--- config.mk ---
export PLATFORM = sky130hd
export DESIGN_NAME = rom_ctrl_exp_digest_fetch
export DESIGN_NICKNAME = d
export VERILOG_FILES = /design/src/rtl/rom_ctrl_exp_digest_fetch.sv
export SDC_FILE = /design/constraint.sdc
export NUM_CORES = 1
export LEC_CHECK = 0
export CAP_MARGIN = 10
export CORE_MARGIN = 2
export CORE_UTILIZATION = 40
export DETAILED_ROUTE_END_ITERATION = 16
export PLACE_DENSITY = 0.73
export SYNTH_ARGS = -nofsm -noshare
export SYNTH_HDL_FRONTEND = slang
export SYNTH_SLANG_ARGS = --single-unit
--- constraint.sdc ---
create_clock -name clk_i -period 2.9 [get_ports clk_i]
set_input_delay 0.58 -clock clk_i [delete_from_list [all_inputs] [get_ports clk_i]]
set_output_delay 0.58 -clock clk_i [all_outputs]
set_load 0.05 [all_outputs]
--- src/rtl/rom_ctrl_exp_digest_fetch.sv ---
// Fetches the expected ROM digest from the top NumWords words of ROM and
// hands it to the digest comparator, together with a one-cycle start pulse.
//
// Ports:
//   clk_i, rst_ni       clock, synchronous active-low reset
//   start_i             begin fetch (honoured only in Idle)
//   rom_req_o/addr_o    read request and word address
//   rom_gnt_i           request accepted this cycle
//   rom_rvalid_i/rdata  in-order read responses
//   exp_digest_o        assembled digest, word 0 as LSB
//   done_o              level, high in Done
//   cmp_start_o         one-cycle pulse on entry to Done
//   alert_o             combinational alert level
//
// Optional feature: define ROM_CTRL_FETCH_TIMEOUT_EN to add a response
// watchdog that raises a sticky alert after 255 cycles without a response.
module rom_ctrl_exp_digest_fetch #(
  parameter int unsigned NumWords = 8,
  parameter int unsigned RomDepth = 8192,
  localparam int unsigned AW = (RomDepth > 1) ? $clog2(RomDepth) : 1
) (
  input  logic                     clk_i,
  input  logic                     rst_ni,
  input  logic                     start_i,
  output logic                     rom_req_o,
  output logic [AW-1:0]            rom_addr_o,
  input  logic                     rom_gnt_i,
  input  logic                     rom_rvalid_i,
  input  logic [31:0]              rom_rdata_i,
  output logic [NumWords*32-1:0]   exp_digest_o,
  output logic                     done_o,
  output logic                     cmp_start_o,
  output logic                     alert_o
);

  localparam int unsigned IW   = $clog2(NumWords + 1);
  localparam int unsigned DW   = NumWords * 32;
  localparam int unsigned BASE = RomDepth - NumWords;

  // Sparse encoding, pairwise Hamming distance >= 3
  localparam logic [4:0] ST_IDLE  = 5'b01011;
  localparam logic [4:0] ST_FETCH = 5'b10110;
  localparam logic [4:0] ST_DONE  = 5'b01100;

  logic [4:0]    r_state;
  logic [4:0]    w_state_next;
  logic          w_fsm_err;
  logic [IW-1:0] r_req_idx;
  logic [IW-1:0] r_rsp_idx;
  logic [1:0]    r_outstanding;
  logic [DW-1:0] r_digest;
  logic          r_cmp_start;
  logic          w_req;
  logic          w_gnt_fire;
  logic          w_rsp_fire;
  logic          w_last_rsp;
  logic          w_timeout;

  // Request depends only on registered state, never on gnt/rvalid
  assign w_req      = (r_state == ST_FETCH) && (r_req_idx < IW'(NumWords)) &&
                      (r_outstanding < 2'd2);
  assign w_gnt_fire = w_req && rom_gnt_i;
  assign w_rsp_fire = rom_rvalid_i && (r_outstanding != 2'd0);
  assign w_last_rsp = w_rsp_fire && (r_rsp_idx == IW'(NumWords - 1));

  // Next-state logic; unknown encodings stay put and flag an error
  always_comb begin
    w_state_next = r_state;
    w_fsm_err    = 1'b0;
    case (r_state)
      ST_IDLE:  if (start_i) w_state_next = ST_FETCH;
      ST_FETCH: if (w_last_rsp) w_state_next = ST_DONE;
      ST_DONE:  w_state_next = ST_DONE;
      default:  w_fsm_err = 1'b1;
    endcase
  end

  // State register and entry pulse for the comparator
  always_ff @(posedge clk_i) begin
    if (!rst_ni) begin
      r_state     <= ST_IDLE;
      r_cmp_start <= 1'b0;
    end else begin
      r_state     <= w_state_next;
      r_cmp_start <= (w_state_next == ST_DONE) && (r_state != ST_DONE);
    end
  end

  // Request / response bookkeeping
  always_ff @(posedge clk_i) begin
    if (!rst_ni) begin
      r_req_idx     <= '0;
      r_rsp_idx     <= '0;
      r_outstanding <= 2'd0;
    end else begin
      if (w_gnt_fire) r_req_idx <= r_req_idx + IW'(1);
      if (w_rsp_fire) r_rsp_idx <= r_rsp_idx + IW'(1);
      case ({w_gnt_fire, w_rsp_fire})
        2'b10:   r_outstanding <= r_outstanding + 2'd1;
        2'b01:   r_outstanding <= r_outstanding - 2'd1;
        default: r_outstanding <= r_outstanding;
      endcase
    end
  end

  // Digest assembly; frozen once Done is reached
  always_ff @(posedge clk_i) begin
    if (!rst_ni) begin
      r_digest <= '0;
    end else begin
      for (int unsigned i = 0; i < NumWords; i++) begin
        if (w_rsp_fire && (r_state != ST_DONE) && (r_rsp_idx == IW'(i))) begin
          r_digest[i*32 +: 32] <= rom_rdata_i;
        end
      end
    end
  end

`ifdef ROM_CTRL_FETCH_TIMEOUT_EN
  logic [7:0] r_wdog;
  logic       r_timeout;

  // Watchdog on missing responses; the resulting alert is sticky until reset
  always_ff @(posedge clk_i) begin
    if (!rst_ni) begin
      r_wdog    <= 8'd0;
      r_timeout <= 1'b0;
    end else begin
      if ((r_state == ST_IDLE) || rom_rvalid_i) begin
        r_wdog <= 8'd0;
      end else if ((r_outstanding != 2'd0) && (r_wdog != 8'hFF)) begin
        r_wdog <= r_wdog + 8'd1;
      end
      if (r_wdog == 8'hFF) r_timeout <= 1'b1;
    end
  end

  assign w_timeout = r_timeout;
`else
  assign w_timeout = 1'b0;
`endif

  assign rom_req_o    = w_req;
  // Address forced to zero when idle so the port is quiet outside requests
  assign rom_addr_o   = w_req ? AW'(BASE + 32'(r_req_idx)) : '0;
  assign exp_digest_o = r_digest;
  assign done_o       = (r_state == ST_DONE);
  assign cmp_start_o  = r_cmp_start;

  assign alert_o = w_fsm_err ||
                   (start_i && (r_state != ST_IDLE)) ||
                   (rom_rvalid_i && (r_outstanding == 2'd0)) ||
                   ((r_state == ST_DONE) &&
                    ((r_rsp_idx != IW'(NumWords)) || (r_outstanding != 2'd0))) ||
                   w_timeout;

endmodule

Yosys cells after proc, flatten, opt, wreduce, memory -nomap -nowiden
Cells that the tools add are included.
{ "word_totals": {"reg_bits": 272, "out_inout_bits": 273, "latchBits": 0, "n_memories": 0, "mem_bits_ro": 0, "ram_bits": 0} }
{ "op_classes": {"div": 0, "n_addsub": 5, "bitwise": 0, "eq_ne": 16, "n_lt_le_gt_ge": 2, "n_reduce_logical": 27, "muxes": 6, "n_mul": 0, "n_shift": 0} }
{ "op_table": {"columns": ["operator", "count"], "rows": [
  ["logical AND 1 bit", 18],
  ["== test 4 x 3 -> 1 bit, second input constant", 4],
  ["== test 5 x 4 -> 1 bit, second input constant", 3],
  ["one-hot mux 5 bit (3 select lines)", 1],
  ["adder 13 x 4 -> 13 bit, first input constant", 1],
  ["two-way mux 13 bit", 1],
  ["two-way mux 5 bit", 2],
  ["!= test 5 x 4 -> 1 bit, second input constant", 2],
  ["adder 4 x 1 -> 4 bit, second input constant", 2],
  ["== test 4 x 2 -> 1 bit, second input constant", 2],
  ["== test 5 bit, second input constant", 1],
  ["== test 4 x 1 -> 1 bit, second input constant", 1],
  ["logical NOT 4 bit", 1],
  ["logical OR 1 bit", 4],
  ["less-than comparator 4 bit, second input constant", 1],
  ["!= test 4 bit, second input constant", 1],
  ["one-hot mux 2 bit (2 select lines)", 1],
  ["nonzero test 2 bit", 2],
  ["OR reduction 3 bit", 1],
  ["adder 2 x 1 -> 2 bit, second input constant", 1],
  ["== test 2 x 1 -> 1 bit, second input constant", 1],
  ["== test 2 bit, second input constant", 1],
  ["logical NOT 2 bit", 1],
  ["less-than comparator 2 bit, second input constant", 1],
  ["2 further kinds", 2]
]} }

Depth between registers and ports, before layout
Gate-level depths: netlist of run 1.
{ "depth": {"ltp_word": 7, "depth_mapped": 7, "ltp_nobuf": 6} }

Worst setup path before layout of run 1
No wires, ideal clock.
{ "synth_path": {"kind": "reg-to-output", "startpoint": "register r_state[0]", "endpoint": "output port rom_addr_o[10]", "path_slack_ns": -0.962, "stages_incl_launch_ff": 5, "arrival_ns": 3.282, "required_ns": 2.320, "path_cell_list": "dfxtp_1 nand4bb_1 clkbuf_1 nor4_1 buf_4"} }
{ "synth_via": {"elab_chain_len": 4} }
{ "synth_lines": {"columns": ["element", "line_no", "text"], "rows": [
  ["start: declaration", "45", "logic [4:0] r_state;"],
  ["start signal: assignment", "84", "r_state <= w_state_next;"],
  ["== test 5 bit", "60", "assign w_req = (r_state == ST_FETCH) && (r_req_idx < IW'(NumWords)) &&"],
  ["logical AND 1 bit (2 in series)", "60", null],
  ["two-way mux 13 bit", "145", "assign rom_addr_o = w_req ? AW'(BASE + 32'(r_req_idx)) : '0;"],
  ["end: declaration", "26", "output logic [AW-1:0] rom_addr_o,"]
]} }
No other way between the ends.

Worst setup path in the final report of run 1
{ "layout_path": {"startpoint": "register r_state[1]", "endpoint": "output port rom_addr_o[0]"} }
Same word-level chain as after synthesis.

==> results of run 1 <==
## tightest hold or removal path, delay by kind of cell, from the launching register on
family | cells | cell delay [ns]
simple gates | 1 | 0.05
flops | 1 | 0.30
mux | 1 | 0.05
## layout make-up
class	count	area [um^2]	area share (%)
timing repair buffer	333	3310	22.8
sequential	272	5450	37.5
tap	330	413	2.84
inverter	9	33.8	0.233
clock buffer	43	848	5.84
clock inverter	9	73.8	0.508
multi-input combinational	631	4400	30.3
## cell usage in the layout (no fill, tap or decap), types with 6 or more instances in the layout
| cell | Yosys | final |
|---|---|---|
| nand2_1 | 296 | 296 |
| clkdlybuf4s50_1 | 0 | 292 |
| dfxtp_1 | 272 | 272 |
| mux2i_1 | 256 | 256 |
| buf_4 | 21 | 34 |
| clkbuf_16 | 0 | 29 |
| a21oi_1 | 8 | 8 |
| clkbuf_8 | 0 | 8 |
| nand3b_1 | 7 | 7 |
| clkbuf_1 | 36 | 7 |
| clkinv_2 | 0 | 7 |
| inv_1 | 6 | 6 |
| ha_1 | 6 | 6 |
| buf_12 | 0 | 6 |
## registers in the layout, summed over array words and instances (netlist names)
signal and cells:
exp_digest_o 256, r_state 5, r_req_idx 4, r_rsp_idx 4, r_outstanding 2, cmp_start_o 1
## final timing paths
path,startpoint,end,slack (ns),cells after the start
setup / recovery,r_state[1]$_SDFF_PN1_,rom_addr_o[0],0.21,4
hold / removal,exp_digest_o[163]$_SDFFE_PN0P_,exp_digest_o[163]$_SDFFE_PN0P_,0.45,2
setup reg to reg,r_state[2]$_SDFF_PN0_,exp_digest_o[69]$_SDFFE_PN0P_,0.72,4
hold reg to reg,exp_digest_o[163]$_SDFFE_PN0P_,exp_digest_o[163]$_SDFFE_PN0P_,0.45,2
## cells by family after synthesis
family	count (synthesis)	share of synthesized area (%)
XOR/XNOR	3	0.254
AND/OR/NAND/NOR	335	13.4
flip-flops	272	52.6
multiplexers	256	24.7
buffers and inverters	82	5.21
adder cells (fa/ha/maj)	6	0.725
AO/OA/AOI/OAI	31	3.07
## stage by stage
stage	utilization (%)	total power, mW	instance area [um^2]
after global routing	57.4	7.87	14500
after global placement	53.7	4.13	13600
after detailed placement	53.7	4.13	13600
after floorplan	-	4.01	10400
after CTS	57.4	7.69	14500
final	57.4	7.61	14500
## routing by layer
metal	wire (um)	track usage, %	vias up
met4	719	6.17	0
li1	-	-	3862
met5	0	0	-
met1	12500	25.4	3796
met2	13100	33.8	251
met3	2350	6.45	45
## where the power goes
| group | switching (mW) | internal [mW] |
|---|---|---|
| Combinational | 0.195 | 0.0975 |
| Sequential | 0.0130 | 3.74 |
| Clock | 1.46 | 2.10 |
| Total | 1.66 | 5.94 |
## timing repair
| item | 4_1_cts | 5_1_grt |
|---|---|---|
| resized for setup | 1 | 0 |
| buffers inserted | 1 | 0 |
| endpoints found under the hold margin | 0 | 0 |
| setup endpoints to repair | 12 | 0 |
==> impl_results.md, run 1 <==
- Status: completed
- Vias: 7,954
- Final Setup Violations: 0
- Max-slew violations: 0
- EDFF count, synth: 0
- FILL cells: 2,172
- Worst-path fanout max: 10
- Root Buffer: clkbuf_16
- Final WL: 28,700 um
- Flops & latches, synth: 272
- CTS Buf Count: 29
- Unrepaired setup endpoints after global routing: false
- Starting Density: 40.9%
- Clock Sinks: 272
- Synth Instances: 985
- Layout area overhead: 40.2%
- TritonCTS clock tree: done
- Setup CP Type: register to primary output
- Slowest stage cell, crit path: dfxtp_1
- IR drop worst, VDD: 0.000429 V
- Hold buffer count at cts: 0
- Clock Path Buffers: 3
- Synth top area cells: dfxtp_1 53%, mux2i_1 25%, nand2_1 11%
- Worst-path clk slew: 0.06 ns
- Critical path's largest stage delay: 0.52 ns
- Yosys top cell by area: dfxtp_1
- Top-count cell post-synth: nand2_1
- Min Tclk post-route: 2.69 ns
- Critical Path End Type: primary output
- CP delay by family, top: simple AND/OR/NAND/NOR gates
- Largest net degree at the start of global routing: 62
- Ys Warns: 0
- Std cell rows: 58
- Slew Limit Headroom: 60.8%
- Post-Syn Area: 10,400 um^2
- Fin nets: 1,319
- Crit path cell chain: nand4bb_2 -> nor4_2 -> and2_1 -> buf_4
- ANT nets after route: 0
- PD cells: 524 nW/um^2
- Detailed Place HPWL: 19,300 um
- Worst EP required: 2.32 ns
- Core Area: 25,300 um^2
- Crit start category: register
- Share of the synthesized area in the top cell type: 52.6%
- Async SR Flop Fraction: 0%
- Post-synth cell types: 44
- Worst-margin pin slew: 0.586 ns
- Vias in the first global route: 7,853
- Initial antenna violation count: 0
- Most frequent cells after synthesis: 296 x nand2_1, 272 x dfxtp_1, 256 x mux2i_1
- Initial DRC count: 397
- Sequential area share after synthesis: 52.6%
- CP Buf/Inv Count: 1
- GRT Resource Usage Total: 20.4%
- Main synth FF type: dfxtp_1
- TritonRoute pass-1 iters: 4
- Dpl cells: 1,574
- Setup ws final: 0.206 ns
- WP data arrival: 2.11 ns
- Overflow after GRT: 0
- Die height: 165 um
- Syn nets: 1,028
- DRC viols: 0
- Final hold slack: 0.453 ns
- Setup WS pre-CTS: 0.278 ns
- Worst skew pair latency: 0.53 ns
- Final setup TNS: 0 ns
- MaxCap Viol Count: 0
- Highest Clock Rate: 371 MHz
- Post-route clock period utilization: 92.9%
- N_diodes: 0
- RePlAce Congestion: 0.786
- Cell Count, Final, Fillers Out: 1,627
- Top Ports: 310
- PortBufs: 309
- Die area: 27,200 um^2
- Pleak: 5.89 nW
- Avg Inst Size Synth: 10.5 um^2
- H-tree depth: 1
- Share of layout cells above drive strength 1: 7.79%
- Worst min-delay path class: register to register
- Vias/cell: 4.89
- Die Wd: 165 um
- First-pass GRT wire length: 43,600 um
- Fin Clk Skew: 0.0117 ns
- Final Hold Violating Endpoints: 0
- WL/cell: 17.7 um
No activity file was read; power rests on OpenSTA's default activity.
==> run 2, diff against run 1 <==
--- a/config.mk
+++ b/config.mk
@@ -6,7 +6,6 @@
 export NUM_CORES = 1
 export LEC_CHECK = 0
 export CAP_MARGIN = 10
-export CORE_MARGIN = 2
 export CORE_UTILIZATION = 40
 export DETAILED_ROUTE_END_ITERATION = 16
 export PLACE_DENSITY = 0.73
==> run 2 against run 1 <==
Net effect: non-clock buffer count grew 10; via count grew 0.92%; first-iteration DRC count shrank 3.0%; flip-flop and latch count is the same; critical endpoint unchanged; critical path type unchanged; clock skew shrank 0.0023 ns; clock power grew 6.2%; global-route usage grew 0.93 points; sequential share of layout area shrank 0.24 points.
==> impl_results.md, run 2 (synthesis results as in run 1) <==
- Setup CP Type: register to primary output
- FILL cells: 2,166 (-0.28%)
- Final setup TNS: 0 ns (unchanged)
- Highest Clock Rate: 374 MHz (+0.87%)
- CTS Buf Count: 29 (unchanged)
- Starting Density: 41.0% (+0.12 points)
- Root Buffer: clkbuf_16
- Vias/cell: 4.90 (+0.24%)
- Min Tclk post-route: 2.67 ns (-0.0232 ns)
- Top Ports: 310 (unchanged)
- Final WL: 28,900 um (+0.63%)
- Fin Clk Skew: 0.00944 ns (-0.00229 ns)
- H-tree depth: 1 (unchanged)
- Detailed Place HPWL: 19,400 um (+0.80%)
- WP data arrival: 2.09 ns (-0.02 ns)
- TritonRoute pass-1 iters: 5 (+1)
- Initial antenna violation count: 0 (unchanged)
- Vias: 8,027 (+0.92%)
- Vias in the first global route: 7,880 (+0.34%)
- Pleak: 5.96 nW (+1.2%)
- Die height: 163 um (-1.2%)
- N_diodes: 0 (unchanged)
- IR drop worst, VDD: 0.000367 V (-15%)
- Cell Count, Final, Fillers Out: 1,638 (+0.68%)
- Std cell rows: 58 (unchanged)
- Core Area: 25,300 um^2 (-0.29%)
- Share of layout cells above drive strength 1: 8.72% (+0.93 points)
- Most frequent cells in the layout: 296 x nand2_1, 292 x clkdlybuf4s50_1, 271 x dfxtp_1
- Layout area overhead: 41.2%
- Max-slew violations: 0 (unchanged)
- MaxCap Viol Count: 0 (unchanged)
- PD cells: 536 nW/um^2 (+2.4%)
- Commonest non-fill, non-tap cell in the layout: nand2_1
- Critical Path End Type: primary output
- PortBufs: 309 (unchanged)
- Final Hold Violating Endpoints: 0 (unchanged)
- Final hold slack: 0.453 ns (-0.0000690 ns)
- Worst EP required: 2.32 ns (about the same)
- WL/cell: 17.7 um (about the same)
- ANT nets after route: 0 (unchanged)
- Status: completed
- Die Wd: 163 um (-1.2%)
- Dpl cells: 1,584 (+0.64%)
- Post-layout power: 7.84 mW (+3.1%)
- Worst skew pair latency: 0.53 ns (about the same)
- Max FFs per register: 256 (unchanged)
- GRT Resource Usage Total: 21.3% (+0.93 points)
- Crit start category: register
- TritonCTS clock tree: done
- Worst-path clk slew: 0.06 ns (about the same)
- Worst-margin pin slew: 0.648 ns (+0.0625 ns)
- Clock Path Buffers: 3 (unchanged)
- DRC viols: 0 (unchanged)
- Final Setup Violations: 0 (unchanged)
- Largest net degree at the start of global routing: 64 (+3.2%)
- Unrepaired setup endpoints after global routing: false
- Overflow after GRT: 0 (unchanged)
- Worst min-delay path class: register to register
- RePlAce Congestion: 0.786 (about the same)
- Worst-path fanout max: 8 (-2)
- Fin nets: 1,329 (+0.76%)
- Post-route clock period utilization: 92.1% (-0.80 points)
- Die area: 26,500 um^2 (-2.4%)
- Slew Limit Headroom: 56.6% (-4.2 points)
- Clock Sinks: 272 (unchanged)
- Initial DRC count: 385 (-3.0%)
- First-pass GRT wire length: 44,400 um (+2.0%)
## run 2: per-stage QoR
| stage | setup WS (ns) | util (%) | area, um^2 |
|---|---|---|---|
| 2_1_floorplan | 0.0480 | - | 10400 |
| 5_1_grt | 0.0476 | 57.9 | 14600 |
| 6_report | 0.229 | 57.9 | 14600 |
| 4_1_cts | 0.0903 | 57.9 | 14600 |
| 3_3_place_gp | 0.299 | 54.0 | 13600 |
| 3_5_place_dp | 0.277 | 54.0 | 13600 |
## run 2: final cells by class
cell class	instances	area (um^2)	share of cell area [%]
inverter	9	33.8	0.231
timing repair buffer	343	3350	22.9
clock inverter	12	143	0.976
clock buffer	41	841	5.75
sequential	272	5450	37.3
tap	330	413	2.82
multi-input combinational	631	4390	30.1
## run 2: critical path, stage by stage, from the launching register on
cell       delay [ns]
dfxtp_1          0.38
nand4bb_1        0.32
buf_4            0.24
nor4_2           0.24
and2_1           0.18
buf_4            0.19
## run 2: per-layer routing
| layer | part of all wire, % | up-vias | track usage (%) |
|---|---|---|---|
| met1 | 44 | 3837 | 27.3 |
| met4 | 3.1 | 0 | 6.88 |
| li1 | - | 3875 | - |
| met3 | 7.8 | 65 | 6.29 |
| met5 | 0 | - | 0 |
| met2 | 45 | 250 | 34.2 |
## run 2: repair_timing
action | CTS | global route
endpoints found under the setup margin | 0 | 13
resized for setup | 0 | 1
buffers inserted | 0 | 1
hold endpoints to repair | 0 | 0
hold buffers | 0 | 0
## run 2: path summary, 6_finish.rpt
path / end / slack [ns] / start / cells past startpoint
setup reg to reg: exp_digest_o[69]$_SDFFE_PN0P_ / 0.73 / r_state[2]$_SDFF_PN0_ / 4
hold reg to reg: exp_digest_o[177]$_SDFFE_PN0P_ / 0.45 / exp_digest_o[177]$_SDFFE_PN0P_ / 2
setup / recovery: rom_addr_o[0] / 0.23 / r_state[0]$_SDFF_PN1_ / 5
hold / removal: exp_digest_o[177]$_SDFFE_PN0P_ / 0.45 / exp_digest_o[177]$_SDFFE_PN0P_ / 2
## run 2: power by group
part           leakage, nW  total [mW]  internal (mW)  switching (mW)
clock network        0.492        3.78           2.28            1.50
logic                 3.28       0.301          0.102           0.199
registers             2.19        3.76           3.74          0.0131
total                 5.96        7.84           6.13            1.71
